<file path="config.mk">
export PLATFORM = sky130hd
export DESIGN_NAME = step_pulse_generator_flat
export DESIGN_NICKNAME = d
export VERILOG_FILES = /design/src/rtl/step_pkg.sv /design/src/rtl/step_pulse_generator_if.sv /design/src/rtl/step_rate_accumulator.sv /design/src/rtl/step_pulse_generator.sv /design/src/flat_wrapper.sv
export SDC_FILE = /design/constraint.sdc
export NUM_CORES = 1
export LEC_CHECK = 0
export ABC_AREA = 1
export BUFFER_PORTS_ARGS = -buffer_cell sky130_fd_sc_hd__buf_2
export CAP_MARGIN = 20
export CORE_MARGIN = 3
export CORE_UTILIZATION = 47
export CTS_CLUSTER_SIZE = 28
export DETAILED_ROUTE_END_ITERATION = 8
export SLEW_MARGIN = 20
export SYNTH_ARGS = -nofsm -noshare
export SYNTH_HDL_FRONTEND = slang
export SYNTH_SLANG_ARGS = --single-unit
</file>
<file path="constraint.sdc">
create_clock -name clock -period 8.1 [get_ports clock]
set_input_delay 1.62 -clock clock [delete_from_list [all_inputs] [get_ports clock]]
set_output_delay 1.62 -clock clock [all_outputs]
set_load 0.05 [all_outputs]
</file>
<file path="src/rtl/step_pkg.sv">
// step_pkg: shared state encoding, direction polarity and step-rate limit for the step pulse generator
package step_pkg;
  typedef enum logic [1:0] {IDLE, SETUP, ACTIVE} state_e;
  localparam logic DIR_POS = 1'b1;
  function automatic int unsigned max_steps(input int unsigned sim_period, input int unsigned pulse_width);
    return sim_period / (2 * pulse_width);
  endfunction
endpackage

</file>
<file path="src/rtl/step_pulse_generator_if.sv">
// step_pulse_generator_if: period-delta input and STEP/DIR/status outputs of the step pulse generator
interface step_pulse_generator_if #(parameter int W = 16);
  logic sync_sim_clock;
  logic enable;
  logic signed [W-1:0] delta_steps;
  logic step;
  logic dir;
  logic signed [W-1:0] motor_pos;
  logic busy;
  logic overrun;
  logic [W-1:0] dropped_steps;
  modport master(output sync_sim_clock, enable, delta_steps, input step, dir, motor_pos, busy, overrun, dropped_steps);
  modport slave(input sync_sim_clock, enable, delta_steps, output step, dir, motor_pos, busy, overrun, dropped_steps);
endinterface

</file>
<file path="src/rtl/step_rate_accumulator.sv">
// step_rate_accumulator: phase accumulator that spreads mag steps evenly over a period and counts pending steps
module step_rate_accumulator
  import step_pkg::*;
#(
  parameter int unsigned simPeriod = 500_000,
  parameter int W = 16
) (
  input  logic         clock,
  input  logic         reset,
  input  logic         load,
  input  logic         clear,
  input  logic         run,
  input  logic         take,
  input  logic [W-1:0] mag,
  output logic         pending_nz,
  output logic [7:0]   pending,
  output logic [7:0]   pending_left
);
  logic [31:0] acc_q, acc_d, acc_sum;
  logic [W-1:0] mag_q, mag_d;
  logic [7:0] pending_q, pending_d;
  logic [8:0] pend_sum;
  logic ovf;
  always_comb begin
    acc_sum = acc_q + 32'(mag_q);
    ovf = run && acc_sum >= simPeriod;
    pend_sum = 9'(pending_q) + 9'(ovf) - 9'(take);
    pending_left = pend_sum[8] ? 8'hFF : pend_sum[7:0];
    // a step due this very cycle can be issued immediately, before it lands in pending
    pending_nz = pending_q != '0 || ovf;
    acc_d = clear ? '0 : load ? 32'(simPeriod / 2) : ovf ? acc_sum - 32'(simPeriod) : run ? acc_sum : acc_q;
    mag_d = clear ? '0 : load ? mag : mag_q;
    pending_d = (clear || load) ? '0 : pending_left;
  end
  always_ff @(posedge clock) begin
    if (reset) begin
      acc_q <= '0;
      mag_q <= '0;
      pending_q <= '0;
    end else begin
      acc_q <= acc_d;
      mag_q <= mag_d;
      pending_q <= pending_d;
    end
  end
  assign pending = pending_q;
endmodule

</file>
<file path="src/rtl/step_pulse_generator.sv">
// step_pulse_generator: turns per-period microstep deltas into evenly spaced STEP pulses with DIR setup
module step_pulse_generator
  import step_pkg::*;
#(
  parameter int unsigned simPeriod = 500_000,
  parameter int fixedPointBaseBits = 16,
  parameter int unsigned PULSE_WIDTH = 100,
  parameter int unsigned DIR_SETUP = 50
) (
  input logic clock,
  input logic reset,
  step_pulse_generator_if.slave bus
);
  localparam int W = fixedPointBaseBits;
  localparam int unsigned MAX_STEPS = max_steps(simPeriod, PULSE_WIDTH);
  localparam int PW_W = $clog2(PULSE_WIDTH + 1);
  localparam int DS_W = $clog2(DIR_SETUP + 2);
  state_e state_q, state_d;
  logic sim_prev_q, sim_prev_d, load_req_q, load_req_d;
  logic step_q, step_d, dir_q, dir_d, overrun_q, overrun_d;
  logic [PW_W-1:0] pulse_cnt_q, pulse_cnt_d;
  logic [DS_W-1:0] setup_cnt_q, setup_cnt_d;
  logic [W-1:0] remaining_q, remaining_d, motor_pos_q, motor_pos_d, dropped_q, dropped_d;
  logic [W-1:0] abs_v, mag, rem_left;
  logic [31:0] drop_sum;
  logic [7:0] pending, pending_left;
  logic load, issue, pending_nz, want_dir;
  step_rate_accumulator #(.simPeriod(simPeriod), .W(W)) u_acc (
    .clock,
    .reset,
    .load,
    .clear(!bus.enable),
    .run(state_q == ACTIVE && bus.enable),
    .take(issue),
    .mag,
    .pending_nz,
    .pending,
    .pending_left
  );
  always_comb begin
    sim_prev_d = bus.sync_sim_clock;
    load_req_d = bus.sync_sim_clock && !sim_prev_q;
    load = load_req_q && bus.enable;
    abs_v = bus.delta_steps[W-1] ? W'(-bus.delta_steps) : W'(bus.delta_steps);
    mag = 32'(abs_v) > MAX_STEPS ? W'(MAX_STEPS) : abs_v;
    want_dir = bus.delta_steps[W-1] ? ~DIR_POS : DIR_POS;
    issue = state_q == ACTIVE && bus.enable && !step_q && pending_nz && remaining_q != '0;
    rem_left = remaining_q - W'(issue);
    drop_sum = 32'(dropped_q) + 32'(rem_left) + 32'(pending_left);
    state_d = state_q;
    dir_d = dir_q;
    step_d = step_q;
    pulse_cnt_d = pulse_cnt_q;
    setup_cnt_d = setup_cnt_q;
    remaining_d = rem_left;
    motor_pos_d = motor_pos_q;
    overrun_d = overrun_q;
    dropped_d = dropped_q;
    if (issue) begin
      step_d = 1'b1;
      pulse_cnt_d = PW_W'(PULSE_WIDTH - 1);
      motor_pos_d = motor_pos_q + (dir_q == DIR_POS ? W'(1) : {W{1'b1}});
    end else if (step_q) begin
      step_d = pulse_cnt_q != '0;
      pulse_cnt_d = pulse_cnt_q - PW_W'(1);
    end
    // DIR flips only once any in-flight pulse has ended, then holds for DIR_SETUP cycles
    if (state_q == SETUP && !(setup_cnt_q == '0 && step_q)) begin
      dir_d = setup_cnt_q == '0 ? ~dir_q : dir_q;
      setup_cnt_d = setup_cnt_q + DS_W'(1);
      state_d = setup_cnt_q == DS_W'(DIR_SETUP) ? ACTIVE : SETUP;
    end
    if (state_q == ACTIVE && remaining_q == '0 && !step_q) state_d = IDLE;
    if (load) begin
      remaining_d = mag;
      setup_cnt_d = '0;
      overrun_d = overrun_q || rem_left != '0 || pending_left != '0;
      dropped_d = drop_sum > 32'({W{1'b1}}) ? {W{1'b1}} : W'(drop_sum);
      state_d = mag == '0 ? IDLE : want_dir == dir_q ? ACTIVE : SETUP;
    end
    if (!bus.enable) begin
      state_d = IDLE;
      remaining_d = '0;
    end
  end
  always_ff @(posedge clock) begin
    if (reset) begin
      state_q <= IDLE;
      sim_prev_q <= 1'b0;
      load_req_q <= 1'b0;
      step_q <= 1'b0;
      dir_q <= 1'b0;
      overrun_q <= 1'b0;
      pulse_cnt_q <= '0;
      setup_cnt_q <= '0;
      remaining_q <= '0;
      motor_pos_q <= '0;
      dropped_q <= '0;
    end else begin
      state_q <= state_d;
      sim_prev_q <= sim_prev_d;
      load_req_q <= load_req_d;
      step_q <= step_d;
      dir_q <= dir_d;
      overrun_q <= overrun_d;
      pulse_cnt_q <= pulse_cnt_d;
      setup_cnt_q <= setup_cnt_d;
      remaining_q <= remaining_d;
      motor_pos_q <= motor_pos_d;
      dropped_q <= dropped_d;
    end
  end
  assign bus.step = step_q;
  assign bus.dir = dir_q;
  assign bus.motor_pos = motor_pos_q;
  assign bus.busy = state_q != IDLE || pending != '0;
  assign bus.overrun = overrun_q;
  assign bus.dropped_steps = dropped_q;
endmodule

</file>
<file path="src/flat_wrapper.sv">
// flat-port wrapper written by rule: the top's interface ports become plain ports
module step_pulse_generator_flat import step_pkg::*;
#(
  parameter int unsigned simPeriod = 500_000,
  parameter int fixedPointBaseBits = 16,
  parameter int unsigned PULSE_WIDTH = 100,
  parameter int unsigned DIR_SETUP = 50
)
  (clock, reset, bus_sync_sim_clock, bus_enable, bus_delta_steps, bus_step, bus_dir, bus_motor_pos, bus_busy, bus_overrun, bus_dropped_steps);
  step_pulse_generator_if #(.W((16))) bus_i ();
  input logic clock;
  input logic reset;
  input wire logic [$bits(bus_i.sync_sim_clock)-1:0] bus_sync_sim_clock;
  input wire logic [$bits(bus_i.enable)-1:0] bus_enable;
  input wire logic [$bits(bus_i.delta_steps)-1:0] bus_delta_steps;
  output wire logic [$bits(bus_i.step)-1:0] bus_step;
  output wire logic [$bits(bus_i.dir)-1:0] bus_dir;
  output wire logic [$bits(bus_i.motor_pos)-1:0] bus_motor_pos;
  output wire logic [$bits(bus_i.busy)-1:0] bus_busy;
  output wire logic [$bits(bus_i.overrun)-1:0] bus_overrun;
  output wire logic [$bits(bus_i.dropped_steps)-1:0] bus_dropped_steps;
  assign bus_i.sync_sim_clock = bus_sync_sim_clock;
  assign bus_i.enable = bus_enable;
  assign bus_i.delta_steps = bus_delta_steps;
  assign bus_step = bus_i.step;
  assign bus_dir = bus_i.dir;
  assign bus_motor_pos = bus_i.motor_pos;
  assign bus_busy = bus_i.busy;
  assign bus_overrun = bus_i.overrun;
  assign bus_dropped_steps = bus_i.dropped_steps;
  step_pulse_generator #(.simPeriod(simPeriod), .fixedPointBaseBits(fixedPointBaseBits), .PULSE_WIDTH(PULSE_WIDTH), .DIR_SETUP(DIR_SETUP)) u_core (.clock(clock), .reset(reset), .bus(bus_i));
endmodule
</file>
Yosys cells after proc, flatten, opt, wreduce, memory -nomap -nowiden
Index checks and enable logic that the tools add are counted.
{ "op_classes": {"addsub": 11, "order_cmp": 3, "n_eq_ne": 4, "n_mux": 20, "bitwise_logic": 2, "reduce_logical": 39} }
{ "ops": {"columns": ["cell", "count"], "rows": [
  ["16-bit two-way mux", 5],
  ["32-bit two-way mux", 2],
  ["32-bit by 16-bit adder with 32-bit output", 1],
  ["32-bit by 8-bit adder with 32-bit output", 1],
  ["32-bit by 19-bit >= comparator with 1-bit output (second input constant)", 1],
  ["32-bit by 16-bit > comparator with 1-bit output (second input constant)", 1],
  ["16-bit zero test", 2],
  ["16-bit nonzero test", 2],
  ["32-bit by 19-bit subtractor with 32-bit output (second input constant)", 1],
  ["18-bit two-way mux", 1],
  ["16-bit by 16-bit adder with 17-bit output", 1],
  ["16-bit adder", 1],
  ["16-bit by 12-bit > comparator with 1-bit output (second input constant)", 1],
  ["16-bit negator", 1],
  ["8-bit nonzero test", 2],
  ["16-bit by 1-bit subtractor with 16-bit output", 1],
  ["7-bit two-way mux", 2],
  ["2-bit two-way mux", 6],
  ["1-bit logical AND", 11],
  ["8-bit by 1-bit adder with 9-bit output", 1],
  ["9-bit by 1-bit subtractor with 9-bit output", 1],
  ["8-bit two-way mux", 1],
  ["2-bit OR reduction", 4],
  ["7-bit nonzero test", 1],
  ["other kinds (15)", 28]
]} }
{ "totals": {"reg_bits": 124, "input_bits": 20, "word_cells": 95} }

Longest topological paths before layout
{ "depth": {"ltp_word": 11, "depth_mapped": 48} }

Hierarchy
Synthesis repeated with hierarchy kept, for this count alone.
{ "hier_totals": {"cells_unflattened": 1840, "area_unflattened_um2": 11368.4} }
{ "modules_own_cells": {"columns": ["mod", "n_inst", "cells_per_inst", "area_per_inst_um2"], "rows": [
  ["step_rate_accumulator", 1, 1006, 5833.1],
  ["step_pulse_generator", 1, 834, 5535.3]
]} }

Worst setup path after synthesis
No wires, ideal clock.
{ "synth_timing": {"path_kind": "input -> register", "start": "input bus_enable", "end": "register u_core.dropped_q[10] (netlist: u_core.bus.dropped_steps[10])", "setup_ns": 0.070, "arrival_time_ns": 6.424, "path_slack_ns": 1.606, "path_stages": 30, "path_buffers": 2, "path_cell_list": "inv_1 -> nor3_2 -> clkinv_1 -> nor3_2 -> nand2_8 -> inv_6 -> buf_8 -> ha_1 -> nand2_1 -> nor3_1 -> xor2_1 -> inv_1 -> ha_1 -> a21oi_1 -> a21boi_0 -> xnor2_1 -> ha_1 -> nand2_1 -> inv_1 -> nand4_1 -> o211ai_1 -> nand2_1 -> nand2_1 -> nand2_1 -> nor2_1 -> nand3_1 -> nand4_1 -> nand2_1 -> buf_2 -> a21oi_1"} }
{ "synth_via": {"elab_chain_cells": 10} }
{ "synth_rtl": {"columns": ["item", "line_no", "text"], "rows": [
  ["from (decl)", "flat_wrapper.sv:14", "input wire logic [$bits(bus_i.enable)-1:0] bus_enable;"],
  ["1-bit logical AND *", "step_pulse_generator.sv:33, step_pulse_generator.sv:47", null],
  ["1-bit logical AND", "step_rate_accumulator.sv:26", "ovf = run && acc_sum >= simPeriod;"],
  ["1-bit logical OR", "step_rate_accumulator.sv:30", "pending_nz = pending_q != '0 || ovf;"],
  ["1-bit logical AND * (2 in series)", "step_pulse_generator.sv:47", "issue = state_q == ACTIVE && bus.enable && !step_q && pending_nz && remaining_q != '0;"],
  ["net u_core.issue", "step_pulse_generator.sv:27", "logic load, issue, pending_nz, want_dir;"],
  ["16-bit by 1-bit subtractor with 16-bit output or 9-bit by 1-bit subtractor with 9-bit output (tied branches)", "step_pulse_generator.sv:48, step_rate_accumulator.sv:27", null],
  ["16-bit by 16-bit adder with 17-bit output or 8-bit two-way mux (tied branches)", "step_pulse_generator.sv:49, step_rate_accumulator.sv:28", null],
  ["32-bit by 8-bit adder with 32-bit output *", "step_pulse_generator.sv:49", "drop_sum = 32'(dropped_q) + 32'(rem_left) + 32'(pending_left);"],
  ["32-bit by 16-bit > comparator with 1-bit output", "step_pulse_generator.sv:78", "dropped_d = drop_sum > 32'({W{1'b1}}) ? {W{1'b1}} : W'(drop_sum);"],
  ["16-bit two-way mux *", "step_pulse_generator.sv:78", null],
  ["to (signal assigned)", "step_pulse_generator.sv:110", "dropped_q <= dropped_d;"],
  ["to (decl)", "step_pulse_generator.sv:23", "logic [W-1:0] remaining_q, remaining_d, motor_pos_q, motor_pos_d, dropped_q, dropped_d;"]
]} }
The timed path passes the listed nets; every way through them passes the cells marked *.
A chain may end at the register's enable or synchronous reset.

Worst setup path in the final report
{ "layout_timing": {"start": "register u_core.u_acc.acc_q[0]", "end": "register u_core.dropped_q[14] (netlist: u_core.bus.dropped_steps[14])"} }
{ "layout_via": {"elab_chain_cells": 11} }
{ "layout_rtl": {"columns": ["item", "line_no", "text"], "rows": [
  ["from (decl)", "step_rate_accumulator.sv:19", "logic [31:0] acc_q, acc_d, acc_sum;"],
  ["from (signal assigned)", "step_rate_accumulator.sv:37", "acc_q <= '0;"],
  ["from (signal assigned)", "step_rate_accumulator.sv:41", "acc_q <= acc_d;"],
  ["32-bit by 16-bit adder with 32-bit output *", "step_rate_accumulator.sv:25", "acc_sum = acc_q + 32'(mag_q);"],
  ["32-bit by 19-bit >= comparator with 1-bit output *", "step_rate_accumulator.sv:26", null],
  ["1-bit logical AND *", "step_rate_accumulator.sv:26", null],
  ["parallel branches: the longest is 3 deep, another holds 8-bit by 1-bit adder with 9-bit output", null, null],
  ["9-bit by 1-bit subtractor with 9-bit output *", "step_rate_accumulator.sv:27", "pend_sum = 9'(pending_q) + 9'(ovf) - 9'(take);"],
  ["8-bit two-way mux *", "step_rate_accumulator.sv:28", "pending_left = pend_sum[8] ? 8'hFF : pend_sum[7:0];"],
  ["net u_core.pending_left[0]", "step_pulse_generator.sv:26", "logic [7:0] pending, pending_left;"],
  ["32-bit by 8-bit adder with 32-bit output *", "step_pulse_generator.sv:49", null],
  ["32-bit by 16-bit > comparator with 1-bit output", "step_pulse_generator.sv:78", null],
  ["16-bit two-way mux *", "step_pulse_generator.sv:78", null]
]} }
Mark *: on every way through the listed nets, which the timed path passes.

==> metrics.txt <==
Clock Path Buffers=2; Root Driver=clkbuf_16; TritonCTS clock tree=built; Clock power frac=0.294; TritonRoute pass-1 iters=5; Crit Path Category=register to register; drt wl/cell=14.7 um; WHS Endpoint=u_core.load_req_q$_SDFF_PP0_; ys flop type=dfxtp_1; # IOs=56; Comb pwr share=0.446; Placement Rows=55; initial antenna violation count=0; die width=158 um; Final Cycle Share=0.908; Synth warnings=0; Die H=158 um; syn avg cell area=6.07 um^2; Critical Path Slowest Stage Cell=fa_1; status=finished, final reports clean; Seq/Total Area, Yosys=0.228; minimum clock period=7350 ps; Hold Path Origin=u_core.sim_prev_q$_SDFF_PP0_; Core Box Area=22,700 um^2; antenna fix cells=0; Crit path largest cell delay=450 ps; Hold Path Depth=1; reg-to-reg slack, setup=750 ps; Synth-to-Final Area Change=10.3%; clk sinks=124; vias in the first global route=10,200; Post-DP HPWL=25,000 um; routability-driven placement congestion ratio=0.996; Switching Share=0.423; critical path's most frequent cell=nand2_1; first-pass GRT wire length=50,900 um; Routed Antenna Nets=0; grt ovf=0; Yosys reg bits=124; die area=25,000 um^2; post-route cell area=12,000 um^2; Worst Path Max Fanout=21; final WL=31,400 um; final layout net count=1,940; Critical Path Start Type=register; Slew @ Worst Pin=1020 ps; PortBufs=55; Starting Density=0.479; number of max-cap violations=0; Power Dens Cells=211 nW/um^2; placed cell area=11,400 um^2; cell count after synthesis=1,792; clk_lat worst skew=430 ps; Area contributors post-synth=dfxtp_1, nand2_1, ha_1; WP data arrival=7670 ps; final core utilization=0.529; Post-CTS Setup Inserts=0; r2r worst-path depth=44; Post-Syn Area=10,900 um^2; Synth cell types=50; sum of negative setup slack=0 ps; largest net degree at the start of global routing=48; Syn Nets=1,892; 1st-iter DRT viols=789; Crit path required time=8410 ps; GRT Total Usage=0.254; Leak=6.20 nW; crit path capture type=register; # setup viols final=0; Final WS setup=748 ps; vias=11,100; Hold Fails Final Rpt=0; Critical Path Source=u_core.u_acc.acc_q[0]$_SDFFE_PP0P_; Reg power frac=0.260; Rel. slew slack=0.320; reg2reg end=u_core.bus.dropped_steps[14]$_SDFFE_PP0P_; Internal=1.46 mW; clock-pin slew on the worst setup and hold paths=70 ps; f_max=136 MHz; # DRC=0; max-slew violations=0; RSZ-0062 raised after global routing=no; VDD IR-drop max=0.000206 V; RR Startpoint=u_core.u_acc.acc_q[0]$_SDFFE_PP0P_; H-tree depth=4; Post-synth EDFFs=0; top-area cell type share of the netlist area=0.228; worst slack at placement=741 ps; Hold WC Path Type=register to register; Synth area leader=dfxtp_1; switching pwr=1.07 mW; Final Skew=18.1 ps; Num CTS Buffers=17; DR vias/cell=5.20; ratio of cells with drive above 1 in the final layout=0.0842; Async SR Flop Fraction=0
==> placed cells by master (no fill, tap or decap), types with 4 or more instances in the layout <==
cell type / synthesis / layout
dfxtp_1: 124 / 124
buf_4: 0 / 7
a21oi_1: 141 / 141
clkbuf_16: 0 / 17
nor2_1: 218 / 218
nor4_1: 6 / 6
fa_1: 5 / 5
buf_2: 6 / 55
xor2_1: 52 / 52
nand3b_1: 16 / 16
a21o_1: 5 / 5
o21ai_0: 74 / 74
nor3_1: 19 / 18
ha_1: 75 / 75
nor2_2: 19 / 19
nand4_1: 39 / 39
o211ai_1: 4 / 4
xnor2_1: 24 / 24
nand3_1: 120 / 120
a31oi_1: 4 / 4
nand2_1: 507 / 506
nand2_2: 6 / 7
inv_2: 8 / 8
inv_6: 1 / 6
or2_2: 12 / 12
o21bai_1: 6 / 6
inv_1: 235 / 235
==> per-layer routing <==
| layer | GRT usage | vias up | share of wire |
|---|---|---|---|
| li1 | - | 5861 | - |
| met1 | 0.371 | 4967 | 0.49 |
| met2 | 0.395 | 256 | 0.43 |
| met3 | 0.0372 | 29 | 0.062 |
| met4 | 0.0623 | 0 | 0.015 |
| met5 | 0 | - | 0 |
==> worst max-delay path, delay by kind of cell, from the launching register on <==
| kind | cells | cell delay [ps] |
|---|---|---|
| buffers and inverters | 6 | 590 |
| AND/OR/NAND/NOR | 28 | 3720 |
| adder cells (fa/ha/maj) | 7 | 2250 |
| AO/OA/AOI/OAI | 3 | 360 |
| flip-flops | 1 | 310 |
==> sequential cells by signal, indices dropped and copies added, names as in the netlist <==
register	cells
u_core.remaining_q	16
u_core.bus.dropped_steps	16
u_core.load_req_q	1
u_core.bus.motor_pos	16
u_core.u_acc.mag_q	16
u_core.bus.dir	1
u_core.u_acc.acc_q	32
u_core.sim_prev_q	1
u_core.pulse_cnt_q	7
u_core.bus.overrun	1
u_core.state_q	2
u_core.bus.step	1
u_core.setup_cnt_q	6
u_core.u_acc.pending	8
==> cell type report <==
| class | instances | area (um^2) |
|---|---|---|
| flip-flops and latches | 124 | 2480 |
| fillers | 2365 | 10700 |
| inverters | 247 | 932 |
| multi-input cells | 1387 | 7330 |
| clock inverters | 14 | 135 |
| repair buffers | 63 | 343 |
| clock buffers | 18 | 429 |
| well taps | 285 | 357 |
==> worst max-delay path by stage <==
stage,cells past startpoint,slack (ps),end
after floorplan,30,1610,u_core.bus.dropped_steps[10]$_SDFFE_PP0P_
after global placement,44,780,u_core.bus.dropped_steps[14]$_SDFFE_PP0P_
after detailed placement,45,740,u_core.bus.dropped_steps[5]$_SDFFE_PP0P_
after CTS,43,690,u_core.bus.dropped_steps[5]$_SDFFE_PP0P_
after global routing,44,20,u_core.bus.dropped_steps[14]$_SDFFE_PP0P_
final,44,750,u_core.bus.dropped_steps[14]$_SDFFE_PP0P_
==> timing repair <==
item / 4_1_cts / 5_1_grt
gates resized for setup: 0 / 1
hold buffers: 0 / 0
endpoints found under the setup margin: 0 / 1
==> cells by family after synthesis <==
logic type                 Yosys count  share of synthesized area
and+or+nand+nor                    978                      0.388
DFF                                124                      0.228
AOI/OAI and AO/OA                  250                      0.123
buffers and inverters              281                     0.0998
xor gates and xnor gates            79                     0.0656
adders and majority gates           80                     0.0954
==> cells in the mapped netlist, types with 5 or more instances <==
master,number
nand2_1,507
nand4_1,39
a21o_1,5
nand3b_1,16
or2_2,12
xnor2_1,24
nor3_1,19
nor2_1,218
ha_1,75
nand2_2,6
a21oi_1,141
nor2_2,19
o21ai_0,74
o21bai_1,6
inv_2,8
nor4_1,6
dfxtp_1,124
fa_1,5
xor2_1,52
nand3_1,120
buf_2,6
inv_1,235
clkbuf_1,24
==> stage by stage <==
step | total power, mW | cells | hold WS [ps]
2_1_floorplan | 1.56 | 1792 | 373
5_1_grt | 2.73 | 2138 | 392
3_3_place_gp | 1.79 | 2105 | 379
4_1_cts | 2.55 | 2137 | 387
3_5_place_dp | 1.79 | 2105 | 379
6_report | 2.53 | 2138 | 387
==> power groups by stage <==
stage          combinational, mW  clock (mW)  sequential [mW]
6_report                    1.13       0.746            0.658
5_1_grt                     1.28       0.789            0.662
4_1_cts                     1.13       0.765            0.658
3_5_place_dp                1.12           0            0.672
3_3_place_gp                1.12           0            0.671
2_1_floorplan              0.872           0            0.686
Note: power is estimated with default switching activity, not from simulation.
